### config.mk
export PLATFORM = sky130hd
export DESIGN_NAME = reg_file_8x16
export DESIGN_NICKNAME = d
export VERILOG_FILES = /design/src/rtl/rf_pkg.sv /design/src/rtl/rf_reg.sv /design/src/rtl/reg_file_8x16.sv
export SDC_FILE = /design/constraint.sdc
export NUM_CORES = 1
export LEC_CHECK = 0
export CORE_MARGIN = 2
export CORE_UTILIZATION = 62
export CTS_CLUSTER_DIAMETER = 100
export DETAILED_ROUTE_END_ITERATION = 8
export HOLD_SLACK_MARGIN = 0.03
export PLACE_DENSITY_LB_ADDON = 0.08
export SLEW_MARGIN = 20
export SYNTH_ARGS = -nofsm -noshare
export SYNTH_HDL_FRONTEND = slang
export SYNTH_SLANG_ARGS = --single-unit
### constraint.sdc
create_clock -name CLK -period 3.4 [get_ports CLK]
set_clock_uncertainty 0.1 [all_clocks]
set_input_delay 0.34 -clock CLK [delete_from_list [all_inputs] [get_ports CLK]]
set_output_delay 0.34 -clock CLK [all_outputs]
set_load 0.01 [all_outputs]
### src/rtl/rf_pkg.sv
`default_nettype none
// +----------------------------------------------------------------------+
// | rf_pkg: shared sizes and types for the 8x16 register file.  Rev 1.0  |
// +----------------------------------------------------------------------+
package rf_pkg;

  localparam int DATA_W   = 16;
  localparam int ADDR_W   = 3;
  localparam int NUM_REGS = 8;

  typedef logic [ADDR_W-1:0] rf_addr_t;
  typedef logic [DATA_W-1:0] rf_data_t;

endpackage : rf_pkg
`default_nettype wire

### src/rtl/rf_reg.sv
`default_nettype none
// +----------------------------------------------------------------------+
// | rf_reg: one register with async active-low clear and load enable.   |
// | Rev 1.0                                                              |
// +----------------------------------------------------------------------+
module rf_reg
  import rf_pkg::*;
#(
  parameter int WIDTH = rf_pkg::DATA_W
) (
  input  logic             clk_i,
  input  logic             rst_ni,
  input  logic             en_i,
  input  logic [WIDTH-1:0] d_i,
  output logic [WIDTH-1:0] q_o
);

  logic [WIDTH-1:0] data_q;
  logic [WIDTH-1:0] data_d;

  always_comb begin
    data_d = data_q;
    if (en_i) begin
      data_d = d_i;
    end
  end

  always_ff @(posedge clk_i or negedge rst_ni) begin
    if (!rst_ni) begin
      data_q <= '0;
    end else begin
      data_q <= data_d;
    end
  end

  assign q_o = data_q;

endmodule : rf_reg
`default_nettype wire

### src/rtl/reg_file_8x16.sv
`default_nettype none
// +----------------------------------------------------------------------+
// | reg_file_8x16: 8x16 register file, 1 sync write, 2 comb reads, R0=0. |
// | Rev 1.0                                                              |
// +----------------------------------------------------------------------+
module reg_file_8x16
  import rf_pkg::*;
#(
  parameter int DATA_W = rf_pkg::DATA_W,
  parameter int ADDR_W = rf_pkg::ADDR_W
) (
  input  logic              CLK,
  input  logic              RST_N,
  input  logic              WE,
  input  logic [ADDR_W-1:0] WADDR,
  input  logic [DATA_W-1:0] WDATA,
  input  logic [ADDR_W-1:0] RADDR1,
  input  logic [ADDR_W-1:0] RADDR2,
  output logic [DATA_W-1:0] RA_DATA,
  output logic [DATA_W-1:0] RB_DATA
);

  localparam int NREGS = 1 << ADDR_W;

  logic [NREGS-1:1]              wr_en;
  logic [NREGS-1:0][DATA_W-1:0]  rd_vec;

  // Index 0 never gets an enable, so writes to R0 simply vanish.
  always_comb begin
    wr_en = '0;
    for (int i = 1; i < NREGS; i++) begin
      wr_en[i] = WE && (WADDR == ADDR_W'(i));
    end
  end

  assign rd_vec[0] = '0;

  generate
    for (genvar g = 1; g < NREGS; g++) begin : g_regs
      rf_reg #(
        .WIDTH (DATA_W)
      ) u_reg (
        .clk_i  (CLK),
        .rst_ni (RST_N),
        .en_i   (wr_en[g]),
        .d_i    (WDATA),
        .q_o    (rd_vec[g])
      );
    end : g_regs
  endgenerate

  assign RA_DATA = rd_vec[RADDR1];
  assign RB_DATA = rd_vec[RADDR2];

endmodule : reg_file_8x16
`default_nettype wire

==> flow_metrics.py <==
metrics = {
    "run_status": {
        "status": "finished clean",
    },
    "pwr": {
        "intPower_w": 0.00254,
        "cellLeakagePower_nw": 2.97,
        "seqPwrFrac": 0.509,
        "switchingPower_w": 0.00108,
        "pwr-share-clk": 0.205,
        "powerDensity_mw_per_mm2": 513,
        "power_frac_comb": 0.286,
        "p_sw_frac": 0.298,
        "peakVddDrop_v": 0.000447,
    },
    "cts": {
        "cts_inserted_buffers": 9,
        "clock_sinks": 112,
        "htree_levels": 3,
        "clk_pin_slew_worst_paths_ps": 110,
        "insertion_delay_ps": 360,
        "root_buffer": "clkbuf_8",
        "cts_tree": "done",
        "clock_path_buffers": 2,
    },
    "critical_path": {
        "worstSetupStartpoint": "RADDR2[2]",
        "path_cells": "clkdlybuf4s50_1, nor2b_1, buf_4, a221oi_1, clkdlybuf4s50_1",
        "crit_buf_inv": 3,
        "crit_fanout": 9,
        "setup.worst_path.start_class": "input port",
        "critPathMaxStageDelay_ps": 670,
        "rr_worst_depth": 1,
        "critPathKind": "input port to output pin",
        "crit_top_cell": "clkdlybuf4s50_1",
        "reg2reg_slack_ps": 2490,
        "r2r-start": "g_regs[6].u_reg.q_o[14]",
        "cp.depth": 5,
        "cpMaxStageDelayCell": "nor2b_1",
        "r2r_end": "g_regs[6].u_reg.q_o[14]",
        "path_delay_family": "buffers and inverters",
        "cp_data_arrival_time_ps": 2490,
        "end_kind": "output pin",
        "endpoint": "RB_DATA[11]",
        "required_ps": 2960,
    },
    "finish": {
        "final_cell_mix": "120 x mux2_2, 112 x dfrtp_1, 56 x clkdlybuf4s50_1, 48 x mux2i_1, 48 x a221oi_1",
        "syn_to_final_growth_pct": 12.9,
        "nets": 536,
        "antenna_cells": 0,
        "largest_register_ffs": 112,
        "layout_commonest_cell": "mux2_2",
        "final_area_mm2": 0.00705,
        "drive_above_1_share": 0.365,
    },
    "synth": {
        "ys_warn_count": 0,
        "syn-num-nets": 487,
        "syn_area_mm2": 0.00625,
        "seq_area_frac_synth": 0.448,
        "ys_ff_latch": 112,
        "synth_cells": 459,
        "ys_types": 22,
        "synth_area_per_cell_um2": 13.6,
    },
    "route": {
        "wirelength_um": 14700,
        "drt-initial-drc-count": 211,
        "via_per_inst": 6.52,
        "wire_per_inst_um": 22.8,
        "dr_total_vias": 4210,
        "drt-pass1-iter-count": 4,
        "drtAntennaViolNets": 0,
        "post-route-drc-count": 0,
    },
    "timing": {
        "period_minus_slack_ps": 2930,
        "final_max_slew_viol_count": 0,
        "relSlewSlack": 0.448,
        "fin_crit_sh": 0.863,
        "hold_violations": 0,
        "fmax_mhz": 341,
        "grt_setup_unrepaired": "no",
        "setup_viol": 0,
        "worst_pin_slew_ps": 828,
        "tns_ps": 0,
    },
    "die": {
        "core_area_mm2": 0.00977,
        "fp-row-count": 36,
        "pin_count": 60,
        "fp.dieW_um": 104,
        "initial_utilization": 0.639,
        "die_y_um": 104,
        "die_area_mm2": 0.0109,
    },
    "grt": {
        "grt_overflow_total": 0,
        "grt_max_degree": 63,
        "grt_pass1_wl_um": 23900,
        "grtUsageTotal": 0.279,
        "grt_pass1_vias": 4395,
        "antenna_found_initial": 0,
    },
    "place": {
        "placed_cell_area_mm2": 0.00687,
        "dp_hpwl_um": 9520,
        "routabilityCongestion": 0.810,
        "io_buffers": 59,
    },
    "job": {
        "max_cap_viol_count": 0,
    },
    "hold_path": {
        "hold_class": "input port to async pin",
    },
}
[cell usage after synthesis]
cell type | number | area (µm²)
mux2_4 | 20 | 300
and4bb_1 | 2 | 25.0
dfrtp_1 | 112 | 2800
a211oi_1 | 16 | 120
clkbuf_2 | 2 | 10.0
nand2b_1 | 1 | 6.26
nand4_2 | 1 | 12.5
buf_4 | 7 | 52.6
mux2_1 | 4 | 45.0
mux2_2 | 120 | 1350
mux2i_1 | 48 | 480
buf_6 | 15 | 169
clkbuf_1 | 8 | 30.0
a221oi_1 | 48 | 420
nand2_1 | 1 | 3.75
buf_2 | 12 | 60.1
nand4b_4 | 3 | 71.3
buf_1 | 2 | 7.51
nor2b_1 | 19 | 119
nor3_4 | 1 | 16.3
and2_1 | 1 | 6.26
a311oi_1 | 16 | 140
[power groups by stage]
stage | sequential [W] | clock, W | combinational (W)
6_report | 0.00184 | 0.000741 | 0.00104
5_1_grt | 0.00188 | 0.000800 | 0.00111
4_1_cts | 0.00184 | 0.000748 | 0.00104
3_5_place_dp | 0.00186 | 0 | 0.00104
3_3_place_gp | 0.00184 | 0 | 0.00101
2_1_floorplan | 0.00180 | 0 | 0.000719
[worst min path at each step]
stage | startpoint | to | slack, ps | cells after the start
6_report | RST_N | g_regs[4].u_reg.q_o[11] | 420 | 2
5_1_grt | g_regs[2].u_reg.q_o[5] | g_regs[2].u_reg.q_o[5] | 440 | 1
4_1_cts | g_regs[2].u_reg.q_o[13] | g_regs[2].u_reg.q_o[13] | 430 | 1
3_5_place_dp | RST_N | g_regs[4].u_reg.q_o[11] | 320 | 1
3_3_place_gp | RST_N | g_regs[4].u_reg.q_o[11] | 310 | 1
2_1_floorplan | RST_N | g_regs[1].u_reg.q_o[0] | -60 | 0
[stage by stage]
stage | power, W | hold WS, ps | worst slack, ps | utilization | instances
after detailed placement | 0.00290 | 318 | 473 | 0.703 | 629
final | 0.00362 | 424 | 467 | 0.722 | 646
after global routing | 0.00380 | 441 | 385 | 0.722 | 646
after global placement | 0.00284 | 313 | 495 | 0.703 | 629
after floorplan | 0.00252 | -55.6 | 1610 | - | 459
after CTS | 0.00362 | 430 | 464 | 0.722 | 646
[logic make-up (layout without fill, tap and decap cells)]
kind of cell,count (synthesis),in the layout,synth area share
multiplexers,192,192,0.348
flip-flops,112,112,0.448
AO/OA/AOI/OAI,80,80,0.109
AND/OR/NAND/NOR,29,29,0.0416
buffers and inverters,46,100,0.0527
[routing by layer]
metal	vias to the layer above	track usage	routed length (µm)
li1	1892	-	-
met1	2165	0.390	6620
met2	130	0.450	7130
met3	23	0.0501	744
met4	0	0.0753	212
met5	-	0	0
[area by class of cell]
type	count	area [µm²]
timing repair buffer	84	793
sequential	112	2800
tap	133	166
multi-input combinational	301	3120
clock buffer	11	141
clock inverter	5	32.5
fill	701	2720
[repair_timing]
item,CTS,global route
hold endpoints to repair,50,0
setup buffers,0,0
hold buffers,1,0
resized for setup,0,0
(Power assumes the default switching activity.)
